<file path="config.mk">
export PLATFORM = sky130hd
export DESIGN_NAME = ex_muldiv
export DESIGN_NICKNAME = d
export VERILOG_FILES = /design/src/rtl/ex_muldiv_pkg.sv /design/src/rtl/ex_muldiv_datapath.sv /design/src/rtl/ex_muldiv.sv
export SDC_FILE = /design/constraint.sdc
export NUM_CORES = 1
export LEC_CHECK = 0
export CORE_ASPECT_RATIO = 1.4
export CORE_MARGIN = 4
export CORE_UTILIZATION = 45
export CTS_BUF_LIST = sky130_fd_sc_hd__clkbuf_8
export CTS_CLUSTER_SIZE = 30
export DETAILED_ROUTE_END_ITERATION = 16
export PLACE_DENSITY_LB_ADDON = 0.15
export SLEW_MARGIN = 20
export SYNTH_ARGS = -nofsm -noshare
export SYNTH_HDL_FRONTEND = slang
export SYNTH_SLANG_ARGS = --single-unit
</file>
<file path="constraint.sdc">
create_clock -name clk -period 8.1 [get_ports clk]
set_input_delay 0.81 -clock clk [delete_from_list [all_inputs] [get_ports clk]]
set_output_delay 0.81 -clock clk [all_outputs]
set_load 0.02 [all_outputs]
</file>
<file path="src/rtl/ex_muldiv_pkg.sv">
// Shared constants for the RV32M multiply/divide execute unit:
// instruction decode fields and FSM state encoding.
package ex_muldiv_pkg;

  localparam logic [6:0] OPCODE_OP     = 7'b0110011;
  localparam logic [6:0] FUNCT7_MULDIV = 7'b0000001;

  localparam logic [2:0] FUNCT3_MUL    = 3'd0;
  localparam logic [2:0] FUNCT3_MULH   = 3'd1;
  localparam logic [2:0] FUNCT3_MULHSU = 3'd2;
  localparam logic [2:0] FUNCT3_MULHU  = 3'd3;
  localparam logic [2:0] FUNCT3_DIV    = 3'd4;
  localparam logic [2:0] FUNCT3_DIVU   = 3'd5;
  localparam logic [2:0] FUNCT3_REM    = 3'd6;
  localparam logic [2:0] FUNCT3_REMU   = 3'd7;

  typedef enum logic [1:0] {
    IDLE = 2'd0,
    BUSY = 2'd1,
    DONE = 2'd2
  } state_e;

endpackage

</file>
<file path="src/rtl/ex_muldiv_datapath.sv">
// One radix-2 iteration on unsigned magnitudes: shift-add multiply into {hi,lo},
// or a restoring divide step with hi as remainder and lo as quotient/dividend.
module muldiv_datapath #(
  parameter int XLEN = 32
) (
  input  logic            is_div_i,
  input  logic [XLEN-1:0] hi_i,
  input  logic [XLEN-1:0] lo_i,
  input  logic [XLEN-1:0] opnd_i,
  output logic [XLEN-1:0] hi_o,
  output logic [XLEN-1:0] lo_o
);

  logic [XLEN:0] add_sum;
  logic [XLEN:0] shifted;
  logic [XLEN:0] diff;

  always_comb begin
    add_sum = {1'b0, hi_i} + {1'b0, (lo_i[0] ? opnd_i : {XLEN{1'b0}})};
    shifted = {hi_i, lo_i[XLEN-1]};
    diff    = shifted - {1'b0, opnd_i};
    hi_o    = add_sum[XLEN:1];
    lo_o    = {add_sum[0], lo_i[XLEN-1:1]};
    if (is_div_i) begin
      // diff[XLEN] is the borrow: set when the shifted remainder is below the divisor
      hi_o = diff[XLEN] ? shifted[XLEN-1:0] : diff[XLEN-1:0];
      lo_o = {lo_i[XLEN-2:0], ~diff[XLEN]};
    end
  end

endmodule

</file>
<file path="src/rtl/ex_muldiv.sv">
// Iterative RV32M execute unit: one op at a time, XLEN+1 cycles to valid_o
// (1 cycle for divide-by-zero / overflow), pipeline held through busy_o.
module ex_muldiv
  import ex_muldiv_pkg::*;
#(
  parameter int XLEN       = 32,
  parameter int REG_ADDR_W = 5
) (
  input  logic                  clk,
  input  logic                  rst,
  input  logic                  valid_i,
  output logic                  ready_o,
  input  logic [31:0]           inst_i,
  input  logic [XLEN-1:0]       op1_i,
  input  logic [XLEN-1:0]       op2_i,
  input  logic [REG_ADDR_W-1:0] reg_waddr_i,
  input  logic                  flush_i,
  output logic                  busy_o,
  output logic                  valid_o,
  output logic [XLEN-1:0]       reg_wdata_o,
  output logic [REG_ADDR_W-1:0] reg_waddr_o
);

  localparam int CNT_W = $clog2(XLEN);
  localparam logic [XLEN-1:0] MOST_NEG = {1'b1, {(XLEN-1){1'b0}}};

  state_e                state_q, state_d;
  logic [CNT_W-1:0]      cnt_q, cnt_d;
  logic [2:0]            f3_q, f3_d;
  logic [REG_ADDR_W-1:0] rd_q, rd_d;
  logic                  neg_q, neg_d;
  logic [XLEN-1:0]       hi_q, hi_d, lo_q, lo_d, opnd_q, opnd_d;
  logic                  valid_q, valid_d;
  logic [XLEN-1:0]       wdata_q, wdata_d;
  logic [REG_ADDR_W-1:0] waddr_q, waddr_d;

  logic [2:0]            f3;
  logic                  is_m, accept, is_div;
  logic                  neg1, neg2, neg, div_zero, ovf;
  logic [XLEN-1:0]       mag1, mag2, fast_res, res;
  logic [XLEN-1:0]       hi_n, lo_n;
  logic [2*XLEN-1:0]     prod_c;
  logic                  unused_inst;

  assign f3          = inst_i[14:12];
  assign unused_inst = ^{inst_i[24:15], inst_i[11:7]};
  assign is_m        = (inst_i[6:0] == OPCODE_OP) && (inst_i[31:25] == FUNCT7_MULDIV);
  assign ready_o     = (state_q == IDLE);
  assign accept      = valid_i & ready_o & ~flush_i & is_m;
  assign busy_o      = accept | ~ready_o;
  assign valid_o     = valid_q;
  assign reg_wdata_o = wdata_q;
  assign reg_waddr_o = waddr_q;
  assign is_div      = f3[2];

  always_comb begin
    neg1     = op1_i[XLEN-1] & (f3 inside {FUNCT3_MULH, FUNCT3_MULHSU, FUNCT3_DIV, FUNCT3_REM});
    neg2     = op2_i[XLEN-1] & (f3 inside {FUNCT3_MULH, FUNCT3_DIV, FUNCT3_REM});
    mag1     = neg1 ? -op1_i : op1_i;
    mag2     = neg2 ? -op2_i : op2_i;
    // Remainder follows the dividend; product and quotient follow the sign mismatch
    neg      = (f3 == FUNCT3_REM) ? neg1 : (neg1 ^ neg2);
    div_zero = is_div && (op2_i == '0);
    ovf      = (f3 == FUNCT3_DIV || f3 == FUNCT3_REM) && (op1_i == MOST_NEG) && (op2_i == '1);
    if (div_zero) fast_res = f3[1] ? op1_i : '1;
    else          fast_res = f3[1] ? '0 : MOST_NEG;
  end

  muldiv_datapath #(.XLEN(XLEN)) u_datapath (
    .is_div_i (f3_q[2]),
    .hi_i     (hi_q),
    .lo_i     (lo_q),
    .opnd_i   (opnd_q),
    .hi_o     (hi_n),
    .lo_o     (lo_n)
  );

  always_comb begin
    prod_c = neg_q ? -{hi_n, lo_n} : {hi_n, lo_n};
    case (f3_q)
      FUNCT3_MUL:                             res = prod_c[XLEN-1:0];
      FUNCT3_MULH, FUNCT3_MULHSU, FUNCT3_MULHU: res = prod_c[2*XLEN-1:XLEN];
      FUNCT3_DIV, FUNCT3_DIVU:                res = neg_q ? -lo_n : lo_n;
      default:                                res = neg_q ? -hi_n : hi_n;
    endcase
  end

  always_comb begin
    state_d = state_q;
    cnt_d   = cnt_q;
    f3_d    = f3_q;
    rd_d    = rd_q;
    neg_d   = neg_q;
    hi_d    = hi_q;
    lo_d    = lo_q;
    opnd_d  = opnd_q;
    valid_d = 1'b0;
    wdata_d = wdata_q;
    waddr_d = waddr_q;
    case (state_q)
      IDLE: begin
        if (accept) begin
          f3_d  = f3;
          rd_d  = reg_waddr_i;
          neg_d = neg;
          if (div_zero || ovf) begin
            state_d = DONE;
            valid_d = 1'b1;
            wdata_d = fast_res;
            waddr_d = reg_waddr_i;
          end else begin
            state_d = BUSY;
            cnt_d   = CNT_W'(XLEN-1);
            hi_d    = '0;
            lo_d    = is_div ? mag1 : mag2;
            opnd_d  = is_div ? mag2 : mag1;
          end
        end
      end
      BUSY: begin
        if (flush_i) begin
          state_d = IDLE;
          cnt_d   = '0;
        end else begin
          hi_d = hi_n;
          lo_d = lo_n;
          if (cnt_q == '0) begin
            state_d = DONE;
            valid_d = 1'b1;
            wdata_d = res;
            waddr_d = rd_q;
          end else begin
            cnt_d = cnt_q - 1'b1;
          end
        end
      end
      DONE: begin
        state_d = IDLE;
        cnt_d   = '0;
      end
      default: begin
        state_d = IDLE;
        cnt_d   = '0;
      end
    endcase
  end

  always_ff @(posedge clk or posedge rst) begin
    if (rst) begin
      state_q <= IDLE;
      cnt_q   <= '0;
      f3_q    <= '0;
      rd_q    <= '0;
      neg_q   <= 1'b0;
      hi_q    <= '0;
      lo_q    <= '0;
      opnd_q  <= '0;
      valid_q <= 1'b0;
      wdata_q <= '0;
      waddr_q <= '0;
    end else begin
      state_q <= state_d;
      cnt_q   <= cnt_d;
      f3_q    <= f3_d;
      rd_q    <= rd_d;
      neg_q   <= neg_d;
      hi_q    <= hi_d;
      lo_q    <= lo_d;
      opnd_q  <= opnd_d;
      valid_q <= valid_d;
      wdata_q <= wdata_d;
      waddr_q <= waddr_d;
    end
  end

endmodule
</file>
* Word-level counts from Yosys, hierarchy flattened
Cells that the tools add are included.
Word-level totals: bits in registers 150
Operators by class: $add $sub $neg 8, equality and inequality tests 21, multiplexer cells 49, bitwise gates (word level) 11, reduce and logical (&&, ||, !) cells 21
Operator list (count):
- $mux 32 | 23
- $pmux 32 s2 | 3
- $neg 32->32 | 4
- $pmux 32 s3 | 1
- $eq 32x32->1 const B | 2
- $mux 64 | 1
- $neg 64->64 | 1
- $mux 5 | 8
- $add 32x32->33 | 1
- $sub 33x32->33 | 1
- $logic_not 32->1 | 1
- $pmux 5 s2 | 2
- $eq 3x3->1 const B | 4
- $eq 3x2->1 const B | 3
- $mux 2 | 4
- $eq 7x1->1 const B | 1
- $eq 7x6->1 const B | 1
- $eq 3x1->1 const B | 2
- $ne 2x2->1 const B | 3
- $ne 3x3->1 const B | 2
- $reduce_and 3->1 | 2
- $and 1x1->1 | 5
- $logic_not 5->1 | 1
- $mux 1 | 5
- 20 further kinds | 29

* Logic depth before layout (Yosys ltp)
Gate-level depths: netlist of run 1.
depth in word-level cells 9, gate-level depth with buffers 26, depth with buffers taken out 24

* Cells and area by module
Synthesis of run 1 repeated with hierarchy kept, for this count alone.
Unflattened totals: cells, all modules 2161, area total of the unflattened synthesis 16166.8 µm²
By module, submodules not included:
- ex_muldiv | times used 1, cells each 1498, area an instance 11576.1 µm²
- muldiv_datapath | times used 1, cells each 663, area an instance 4590.7 µm²

* Worst setup path after synthesis of run 1
No wires, ideal clock.
path type register to register, from register hi_q[20], to register wdata_q[30], in the netlist reg_wdata_o[30], setup time 0.077 ns, arrival 4.911 ns, data required time 8.023 ns, setup slack 3.112 ns, cell stages (with the launch flop) 20, clock period less this slack 4.988 ns, cells stage by stage dfrtp_1 > ha_1 > buf_6 > a21oi_4 > o21ai_1 > o31a_1 > or4_4 > a21oi_4 > nor3_1 > nor2_1 > ha_1 > o21ai_0 > or2_2 > or4b_2 > nor3_1 > nand2_1 > nand4b_1 > or4_1 > and3_1 > o21ai_1
Between the ends: longest elaborated chain between the ends 9, elaborated cells on any way between the ends 16
RTL lines:
- from (decl) | line ex_muldiv.sv:32 | logic [XLEN-1:0] hi_q, hi_d, lo_q, lo_d, opnd_q, opnd_d;
- from (signal assigned) | line ex_muldiv.sv:167 | hi_q <= hi_d;
- $sub 33x32->33 | line ex_muldiv_datapath.sv:21 | diff = shifted - {1'b0, opnd_i};
- $mux 32 / $not 1->1 (equally long branches) | line ex_muldiv_datapath.sv:26, ex_muldiv_datapath.sv:27
- $mux 32 | line ex_muldiv_datapath.sv:24 | if (is_div_i) begin
- $neg 64->64, or another cell as far along | line ex_muldiv.sv:79 | prod_c = neg_q ? -{hi_n, lo_n} : {hi_n, lo_n};
- $mux 64, or another cell as far along | line ex_muldiv.sv:79
- $pmux 32 s3 * | line ex_muldiv.sv:80 | case (f3_q)
- $mux 32 * | line ex_muldiv.sv:127 | if (cnt_q == '0) begin
- $mux 32 * | line ex_muldiv.sv:121 | if (flush_i) begin
- $pmux 32 s2 * | line ex_muldiv.sv:100 | case (state_q)
- to (signal assigned) | line ex_muldiv.sv:171 | wdata_q <= wdata_d;
- to (decl) | line ex_muldiv.sv:34 | logic [XLEN-1:0] wdata_q, wdata_d;
Mark *: on every way between the ends. The rest lies on a longest branch, timed or not. The select of a mux whose other input is x is not followed. A chain may end at the register's enable or synchronous reset.

* Worst setup path in the final report of run 1
from register lo_q[31], to register wdata_q[4], in the netlist reg_wdata_o[4]
Between the ends: longest elaborated chain between the ends 9, elaborated cells on any way between the ends 15
RTL lines:
- from (decl) | line ex_muldiv.sv:32
- from (signal assigned) | line ex_muldiv.sv:168 | lo_q <= lo_d;
- $sub 33x32->33 | line ex_muldiv_datapath.sv:21
- $mux 32 / $not 1->1 (equally long branches) | line ex_muldiv_datapath.sv:26, ex_muldiv_datapath.sv:27
- $mux 32 | line ex_muldiv_datapath.sv:24
- $neg 64->64, or another cell as far along | line ex_muldiv.sv:79
- $mux 64, or another cell as far along | line ex_muldiv.sv:79
- $pmux 32 s3 * | line ex_muldiv.sv:80
- $mux 32 * | line ex_muldiv.sv:127
- $mux 32 * | line ex_muldiv.sv:121
- $pmux 32 s2 * | line ex_muldiv.sv:100
Marked as above.

==> impl_metrics.yaml, run 1 <==
run_status:
  status: "completed"
placed_design:
  place_inst: 2758
  port_buffers: 129
  place_area_um2: 18100
  dpl.hpwl_um: 47700
  place_congestion: 1.02
synth:
  synth-seq-cells: 150
  synthXorXnorAreaFrac_pct: 8.95
  synth-simple-area-share_pct: 23.7
  syn_inst: 2274
  synth_cell_type_count: 106
  synth_most_common_cell: "nand2_1"
  avgSynthCellArea_um2: 7.27
  synth_top_family_by_area: "compound AO/OA/AOI/OAI gates"
  synth.top_cell.area_share_pct: 22.7
  syn-num-nets: 2452
  async_flop_share_pct: 100
  synth_common_cells: "256 x nand2_1, 243 x a21oi_1, 234 x nor2_1"
  synth_compound_area_share_pct: 29.4
  synth_area_leader_cell: "dfrtp_1"
  synthAdderAreaFrac_pct: 5.61
  synth_edf_count: 0
  synth_mux_area_share_pct: 4.38
  syn_area_um2: 16500
  ys_top_cells_by_area: "dfrtp_1 23%, a21oi_1 7.4%, o21ai_0 6.5%"
  synth_ff_type: "dfrtp_1"
  ys_seq_area_share_pct: 22.7
  ys_warn_count: 0
layout:
  final_cells: 2791
  final_area_um2: 18600
  area_delta_synth_final_pct: 12.3
  utilization_pct: 51.6
  layout.nets: 2493
  drive_gt1_share_pct: 6.49
clocking:
  cts_root_buf: "clkbuf_8"
  cts_buffers: 17
  cts_setup_buffers: 0
  cts_sinks: 150
  clkTransAtPathRegs_ns: 0.09
  cts_tree: "done"
  insertion_delay_ns: 0.50
  cts.repair.resized: 0
  clk_path_buf_depth: 2
  hold_buffers: 0
  cts.htree.levels: 4
floorplanning:
  die_area_um2: 39900
  core_um2: 36000
  die_w_um: 170
  ios: 145
  initial_core_util_pct: 45.9
  num_rows: 82
  dieHeight_um: 235
pwr:
  ir_drop_mv: 0.111
  p_sw_share_pct: 29.1
  power-per-cell-area_nw_per_um2: 92.2
  p_int_w: 0.00121
  p_leak_nw: 8.08
  pwr-share-clk_pct: 39.2
  combPwrFrac_pct: 16.4
  p_sw_w: 0.000499
  p_seq_share_pct: 44.5
sta:
  slew_viol_final: 0
  worst_pin_slew_ns: 1.03
  rsz0062_at_grt: "no"
  finalClockSkew_ns: 0.0169
  setup_viol: 0
  fin_crit_sh_pct: 80.7
  finalCriticalPeriod_ns: 6.54
  fmax_mhz: 153
  finalHoldViolations: 0
  final.setup.tns_ns: 0
  slew_headroom_pct: 30.8
critical_path:
  cpPeakStageDelay_ns: 0.70
  cp.arrival_ns: 6.90
  start_kind: "register"
  worst-path-max-fanout: 6
  cp-end-kind: "register"
  required_ns: 8.46
  cp_slowest_cell: "or4b_2"
  reg2reg_depth: 23
  path_cells: "inv_1 > ha_1 > inv_1 > fa_1 > a211oi_1 > o211ai_1 > nand2_1 > nand2_1 > a21oi_4 > nor3_1 > nor2_1 > ha_1 > o21ai_0 > or2_2 > or4b_2 > nor3_1 > nand2_1 > a21oi_1 > a31oi_1 > xor2_1 > a21oi_1 > a21oi_1 > o21ai_0"
  path_class: "reg -> reg"
grt:
  grt_max_degree: 102
  grtUsageTotal_pct: 29.9
  grt_pass1_vias: 16800
  grt_first_pass_wirelength_um: 94800
  grt_overflow: 0
  antenna_found_initial: 1
routing:
  drt_wl_total_um: 61100
  ant_nets: 0
  drt_first_iter_violations: 1521
  first_pass_iters: 7
  dr_total_vias: 17500
  wl_per_cell_um: 21.9
  drc: 0
  via_per_inst: 6.28
run:
  maxCapViolations: 0
hold_path:
  min_path_type: "reg -> reg"
  worstHoldPathCells: 2
==> critical path: cells and delay by family (launching register included) <==
family          cells  cell delay (ns)
compound gates      9             2.12
xor+xnor            1             0.23
fa+ha+maj           3             0.80
buf+inv             2             0.18
flops               1             0.51
simple gates        8             2.57
==> state kept, by name (all words and copies together) (netlist names) <==
signal	count
lo_q	32
rd_q	5
neg_q	1
reg_waddr_o	5
cnt_q	5
state_q	2
valid_o	1
f3_q	3
hi_q	32
reg_wdata_o	32
opnd_q	32
==> power by group through the flow <==
stage                     logic [W]  clock network, W  registers, W
after floorplan            0.000144                 0      0.000782
after detailed placement   0.000278                 0      0.000777
after global routing       0.000308          0.000708      0.000763
after CTS                  0.000279          0.000682      0.000762
final                      0.000281          0.000671      0.000762
after global placement     0.000274                 0      0.000777
==> stage by stage <==
| step | worst slack, ns | power (W) | hold slack (ns) |
|---|---|---|---|
| finish | 1.56 | 0.00171 | 0.497 |
| global route | 1.29 | 0.00178 | 0.531 |
| CTS | 1.61 | 0.00172 | 0.499 |
| detailed placement | 1.65 | 0.00105 | 0.479 |
| global placement | 1.71 | 0.00105 | 0.472 |
| floorplan | 3.11 | 0.000925 | 0.463 |
==> cell type report <==
| class | instances | area [um^2] |
|---|---|---|
| Fill cell | 3592 | 17400 |
| Multi-Input combinational cell | 1908 | 11900 |
| Sequential cell | 150 | 3760 |
| Timing Repair Buffer | 165 | 1570 |
| Tap cell | 462 | 578 |
| Inverter | 73 | 279 |
| Clock buffer | 18 | 248 |
| Clock inverter | 14 | 199 |
| Antenna cell | 1 | 2.50 |
==> kinds of logic (layout without fill, tap and decap cells) <==
group / count (synthesis) / in the layout
AND/OR/NAND/NOR: 821 / 821
AO/OA/AOI/OAI: 775 / 775
XOR/XNOR: 169 / 169
flip-flops: 150 / 150
other: 0 / 1
adder cells (fa/ha/maj): 73 / 73
multiplexers: 70 / 70
buffers and inverters: 216 / 270
==> cells in the final DEF, fill, tap and decap left out, types with 20 or more instances in the layout <==
cell	synthesis	layout
nor2_1	234	234
xnor2_1	99	99
a31oi_1	45	44
a21oi_1	243	243
nand4_1	35	35
o31ai_1	26	26
and2_1	44	44
nor3_1	45	45
nand2_1	256	255
o21ai_0	216	216
buf_4	3	36
ha_1	71	71
a21o_1	24	24
nand3_1	73	73
mux2i_1	51	51
xor2_1	70	70
o21a_1	20	20
inv_1	70	69
o211ai_1	25	25
clkdlybuf4s50_1	0	128
dfrtp_1	150	148
==> routing by layer <==
metal,vias to the layer above,share of wire [%],wire (um),global-route usage (%)
met3,167,6.3,3870,3.06
met1,8297,40,24500,38.1
met4,0,6.3,3830,17.6
li1,8319,-,-,-
met5,-,0,0,0
met2,751,47,28800,48.6
==> worst paths after layout <==
path | startpoint | end | slack (ns)
min in group asynchronous | rst | rd_q[2]$_DFFE_PP0P_ | 0.82
max | lo_q[31]$_DFFE_PP0P_ | reg_wdata_o[4]$_DFFE_PP0P_ | 1.56
min reg2reg | reg_wdata_o[2]$_DFFE_PP0P_ | reg_wdata_o[2]$_DFFE_PP0P_ | 0.50
min | reg_wdata_o[2]$_DFFE_PP0P_ | reg_wdata_o[2]$_DFFE_PP0P_ | 0.50
max in group asynchronous | rst | lo_q[21]$_DFFE_PP0P_ | 5.80
max reg2reg | lo_q[31]$_DFFE_PP0P_ | reg_wdata_o[4]$_DFFE_PP0P_ | 1.56
(Power assumes the default switching activity.)
==> run 2: changes to the inputs <==
==> constraint.sdc (replaced) <==
create_clock -name clk -period 5.7 [get_ports clk]
set_input_delay 0.57 -clock clk [delete_from_list [all_inputs] [get_ports clk]]
set_output_delay 0.57 -clock clk [all_outputs]
set_load 0.02 [all_outputs]
==> run 2 against run 1 <==
Effect of this change: clock power rose by 44%; sequential share of layout area decreased by 0.31 points; maximum frequency rose by 20%; clock-buffer cell count increased by 2; routed wire length grew 4.5%; total power increased by 44%; flip-flop and latch count unchanged; first-iteration DRC count shrank 1.1%; hold slack lost 0.029 ns; via count is 0.90% higher; largest power group unchanged; highest routed layer unchanged.
==> impl_metrics.yaml, run 2 (same netlist as run 1, synthesis figures left out) <==
sta:
  setup_viol: 0
  finalClockSkew_ns: 0.0179
  worst_pin_slew_ns: 0.978
  finalCriticalPeriod_ns: 5.47
  fin_crit_sh_pct: 96.0
  fmax_mhz: 183
  final.setup.tns_ns: 0
  finalHoldViolations: 0
  hold_ws_ns: 0.468
  setup_ws_ns: 0.230
  rsz0062_at_grt: "no"
  slew_viol_final: 0
  slew_headroom_pct: 34.4
run_status:
  status: "completed"
grt:
  grt_pass1_vias: 17100
  grt_max_degree: 93
  grtUsageTotal_pct: 31.1
  antenna_found_initial: 0
  grt_first_pass_wirelength_um: 98000
  grt_overflow: 0
routing:
  wl_per_cell_um: 22.6
  first_pass_iters: 6
  drc: 0
  via_per_inst: 6.26
  drt_wl_total_um: 63800
  drt_first_iter_violations: 1505
  dr_total_vias: 17700
  ant_nets: 0
critical_path:
  worst-path-max-fanout: 8
  rr_startpoint: "hi_q[20]$_DFFE_PP0P_"
  start_kind: "register"
  critPathLaunch: "hi_q[20]$_DFFE_PP0P_"
  path_class: "reg -> reg"
  cp-end-kind: "register"
  path_cells: "ha_1 > nand4_1 > nor2_1 > o31a_1 > or4_4 > a21oi_4 > nor3_2 > nor2_1 > ha_1 > o21ai_0 > or3_1 > or4_1 > nor2_1 > and4_1 > nor2_1 > o21ai_0 > xnor2_1 > nand2_1 > o211ai_1 > o21a_1 > o21ai_0"
  required_ns: 6.08
  reg2reg_depth: 21
  critPathMostFrequentCell: "nor2_1"
  crit_buf_inv: 0
  cpPeakStageDelay_ns: 0.47
  crit_family: "simple AND/OR/NAND/NOR gates"
  cp_slowest_cell: "or3_1"
  cp.arrival_ns: 5.85
  crit_cells: 21
layout:
  layout.nets: 2530
  drive_gt1_share_pct: 8.08
  final_common_cell: "nand2_1"
  layout_common_cells: "254 x nand2_1, 243 x a21oi_1, 234 x nor2_1"
  num_antenna_cells: 0
  area_delta_synth_final_pct: 14.0
placed_design:
  post-place-ws_ns: 0.182
  dpl.hpwl_um: 50400
  port_buffers: 129
  place_congestion: 0.992
pwr:
  combPwrFrac_pct: 16.7
  p_leak_nw: 8.26
  pwr-share-clk_pct: 39.3
  ir_drop_mv: 0.136
  p_int_w: 0.00175
  p_total_w: 0.00246
  power-per-cell-area_nw_per_um2: 130
  p_sw_share_pct: 28.9
  p_sw_w: 0.000710
  p_seq_share_pct: 44.0
floorplanning:
  die_w_um: 170
  ios: 145
  initial_core_util_pct: 45.9
  core_um2: 36000
  dieHeight_um: 235
  num_rows: 82
  die_area_um2: 39900
clocking:
  clkTransAtPathRegs_ns: 0.09
  cts_root_buf: "clkbuf_8"
  cts.htree.levels: 4
  cts_buffers: 17
  cts_tree: "done"
  hold_buffers: 0
  cts_sinks: 150
  clk_path_buf_depth: 2
  insertion_delay_ns: 0.51
hold_path:
  min_path_type: "in -> reg"
  worstHoldPathCells: 3
  hold_start: "inst_i[14]"
run:
  maxCapViolations: 0
==> run 2: tightest hold or removal path: stages <==
cell     delay (ns)
buf_4          0.21
nand2_1        0.08
o21ai_0        0.06
==> run 2: routing by layer <==
metal  up-vias  share of wire (%)  global-route usage [%]
met4         0                6.5                    17.1
met1      8409                 40                    39.0
met2       711                 48                    51.7
met5         -                  0                       0
li1       8411                  -                       -
met3       160                5.6                    3.45
==> run 2: final timing paths <==
| path | to | slack, ns |
|---|---|---|
| max | reg_wdata_o[2]$_DFFE_PP0P_ | 0.23 |
| min | f3_q[2]$_DFFE_PP0P_ | 0.47 |
| max reg2reg | reg_wdata_o[2]$_DFFE_PP0P_ | 0.23 |
| min reg2reg | reg_wdata_o[2]$_DFFE_PP0P_ | 0.50 |
| max in group asynchronous | lo_q[2]$_DFFE_PP0P_ | 4.05 |
| min in group asynchronous | reg_waddr_o[4]$_DFFE_PP0P_ | 0.49 |
==> run 2: layout make-up <==
cell class / instances / area, um^2
well taps: 462 / 578
flip-flops and latches: 150 / 3760
inverters: 73 / 279
fillers: 3577 / 17100
clock buffers: 20 / 275
multi-input cells: 1908 / 12000
clock inverters: 12 / 176
repair buffers: 202 / 1840
==> run 2: power groups by stage <==
stage | clock [W] | sequential [W] | combinational [W]
after floorplan | 0 | 0.00111 | 0.000204
after global placement | 0 | 0.00110 | 0.000400
after detailed placement | 0 | 0.00110 | 0.000405
after CTS | 0.000983 | 0.00108 | 0.000407
after global routing | 0.00102 | 0.00108 | 0.000445
final | 0.000967 | 0.00108 | 0.000411
==> run 2: metrics by stage <==
stage,instance area (um^2),utilization (%),cells
after detailed placement,18400,51.1,2795
after global placement,18400,51.1,2795
after floorplan,16500,-,2274
after CTS,18800,52.3,2827
after global routing,18900,52.4,2827
final,18900,52.4,2827
==> run 2: what timing repair did <==
item,in CTS,in global routing
setup endpoints to repair,0,8
resized for setup,0,4
buffers inserted,0,0
==> run 3: changes to the inputs <==
--- a/config.mk
+++ b/config.mk
@@ -5,6 +5,7 @@
 export SDC_FILE = /design/constraint.sdc
 export NUM_CORES = 1
 export LEC_CHECK = 0
+export ABC_AREA = 1
 export CORE_ASPECT_RATIO = 1.4
 export CORE_MARGIN = 4
 export CORE_UTILIZATION = 45
@@ -15,4 +16,5 @@
 export SLEW_MARGIN = 20
 export SYNTH_ARGS = -nofsm -noshare
 export SYNTH_HDL_FRONTEND = slang
+export SYNTH_HIERARCHICAL = 1
 export SYNTH_SLANG_ARGS = --single-unit
==> run 3 against run 2 <==
Effect of this change: total power is 41% higher; maximum frequency increased by 11%; core utilization fell by 2.1 points; synthesized cell count rose by 59%; hold slack improved by 0.020 ns; die area rose by 18%; setup slack improved by 0.54 ns; combinational power grew to 3.3 times the previous value; flip-flop and latch count unchanged; final area rose by 15%; clock skew up 0.0024 ns; highest routed layer unchanged.
==> impl_metrics.yaml, run 3 <==
synth:
  ys_warn_count: 6
  syn_area_um2: 19700
  syn-num-nets: 3789
  ys_seq_area_share_pct: 19.1
  synth_most_common_cell: "nand2_1"
  synth_cell_type_count: 52
  async_flop_share_pct: 100
  synth_common_cells: "1325 x nand2_1, 458 x inv_1, 410 x nand3_1"
  synth_area_leader_cell: "nand2_1"
  avgSynthCellArea_um2: 5.44
  synth_edf_count: 0
  synth.top_cell.area_share_pct: 25.3
  synth_ff_type: "dfrtp_1"
  syn_inst: 3611
  synth-seq-cells: 150
  ys_top_cells_by_area: "nand2_1 25%, dfrtp_1 19%, nand3_1 10%"
floorplanning:
  num_rows: 90
  ios: 145
  die_w_um: 185
  die_area_um2: 47100
  dieHeight_um: 255
  core_um2: 43100
  initial_core_util_pct: 45.6
sta:
  worst_pin_slew_ns: 1.18
  fmax_mhz: 203
  finalClockSkew_ns: 0.0203
  slew_headroom_pct: 20.4
  slew_viol_final: 0
  fin_crit_sh_pct: 86.4
  finalHoldViolations: 0
  finalCriticalPeriod_ns: 4.93
  rsz0062_at_grt: "no"
  final.setup.tns_ns: 0
  setup_viol: 0
  setup_ws_ns: 0.774
placed_design:
  post-place-ws_ns: 0.897
  port_buffers: 129
  dpl.hpwl_um: 68500
  place_congestion: 1.08
run:
  maxCapViolations: 0
routing:
  drt_first_iter_violations: 2091
  first_pass_iters: 7
  dr_total_vias: 23400
  drc: 0
  wl_per_cell_um: 19.9
  ant_nets: 0
  via_per_inst: 5.53
  drt_wl_total_um: 84300
layout:
  area_delta_synth_final_pct: 10.2
  layout_common_cells: "1325 x nand2_1, 456 x inv_1, 410 x nand3_1"
  layout.nets: 3847
  utilization_pct: 50.3
  final_common_cell: "nand2_1"
  drive_gt1_share_pct: 4.16
critical_path:
  r2r_setup_slack_ns: 0.77
  cp-end-kind: "register"
  path_class: "reg -> reg"
  required_ns: 6.14
  reg2reg_depth: 24
  start_kind: "register"
  worst-path-max-fanout: 18
  rr_startpoint: "opnd_q[24]$_DFFE_PP0P_"
  cp.arrival_ns: 5.36
  rr_endpoint: "reg_wdata_o[4]$_DFFE_PP0P_"
grt:
  grt_max_degree: 88
  grtUsageTotal_pct: 34.9
  grt_first_pass_wirelength_um: 127000
  grt_overflow: 0
  grt_pass1_vias: 22100
  antenna_found_initial: 1
clocking:
  clk_path_buf_depth: 2
  clkTransAtPathRegs_ns: 0.11
  hold_buffers: 0
  cts.repair.resized: 0
  insertion_delay_ns: 0.51
  cts.htree.levels: 4
  cts_tree: "done"
  cts_root_buf: "clkbuf_8"
  cts_buffers: 17
  cts_sinks: 150
  cts_setup_buffers: 0
pwr:
  ir_drop_mv: 0.137
  power-per-cell-area_nw_per_um2: 160
  p_leak_nw: 11.5
hold_path:
  min_path_type: "reg -> reg"
  worstHoldPathCells: 2
  hold_start: "lo_q[12]$_DFFE_PP0P_"
  holdPathEnd: "lo_q[12]$_DFFE_PP0P_"
run_status:
  status: "completed"
-- run 3: worst max path at each step --
stage / from / to / slack (ns) / cells after the start
3_5_place_dp: lo_q[31]$_DFFE_PP0P_ / reg_wdata_o[0]$_DFFE_PP0P_ / 0.90 / 28
3_3_place_gp: lo_q[31]$_DFFE_PP0P_ / reg_wdata_o[0]$_DFFE_PP0P_ / 0.93 / 28
4_1_cts: lo_q[31]$_DFFE_PP0P_ / reg_wdata_o[0]$_DFFE_PP0P_ / 0.85 / 28
2_1_floorplan: rst / cnt_q[0]$_DFFE_PP0P_ / 1.09 / 1
6_report: opnd_q[24]$_DFFE_PP0P_ / reg_wdata_o[4]$_DFFE_PP0P_ / 0.77 / 24
5_1_grt: lo_q[31]$_DFFE_PP0P_ / reg_wdata_o[0]$_DFFE_PP0P_ / 0.49 / 28
-- run 3: per-stage QoR --
stage               power, W  instance area, um^2  hold WS (ns)  cells
floorplan            0.00207                19700         0.448   3611
global placement     0.00253                21300         0.461   4202
detailed placement   0.00254                21300         0.465   4202
CTS                  0.00346                21700         0.491   4234
global route         0.00368                21700         0.506   4235
finish               0.00347                21700         0.488   4235
-- run 3: critical path, stage by stage (launching register included) --
cell and delay, ns:
dfrtp_1 0.52, inv_1 0.08, ha_1 0.38, nand2_1 0.14
nor2_1 0.08, nand2_1 0.16, inv_1 0.10, a21oi_4 0.26
nand3_4 0.34, nand2_8 0.31, nand2_1 0.09, nand3_1 0.08
nand2_1 0.22, inv_1 0.23, ha_1 0.35, nand2_1 0.16
inv_1 0.14, nand2_1 0.06, o21ai_0 0.45, nand2_1 0.11
nand2_1 0.08, nand3_1 0.08, nand3_1 0.16, nand2_1 0.08
a21oi_1 0.18
-- run 3: kinds of logic after synthesis --
family,Yosys count,synth area share [%]
fa+ha+maj,73,4.72
xor+xnor,53,2.36
flops,150,19.1
mux,5,0.286
buf+inv,585,12.0
simple gates,2321,49.8
compound gates,424,11.7
-- run 3: power by group --
group	internal, W	switching (W)	total, W
sequential	0.00113	0.0000654	0.00119
clock	0.000375	0.000548	0.000923
combinational	0.000432	0.000926	0.00136
total	0.00193	0.00154	0.00347
-- run 3: per-layer routing --
metal,wire length (um),vias to the layer above,share of wire [%],GRT usage (%)
met3,5230,307,6.2,4.38
li1,-,11600,-,-
met5,0,-,0,0
met2,40400,993,48,60.1
met4,8180,0,9.7,26.3
met1,30500,10500,36,38.6
-- run 3: cell type report --
type                            count  area [um^2]
Multi-Input combinational cell   2876        13600
Sequential cell                   150         3760
Timing Repair Buffer              156         1490
Clock buffer                       17          234
Inverter                          468         1760
Clock inverter                     15          183
Tap cell                          552          691
Antenna cell                        1         2.50
Fill cell                        4872        21500
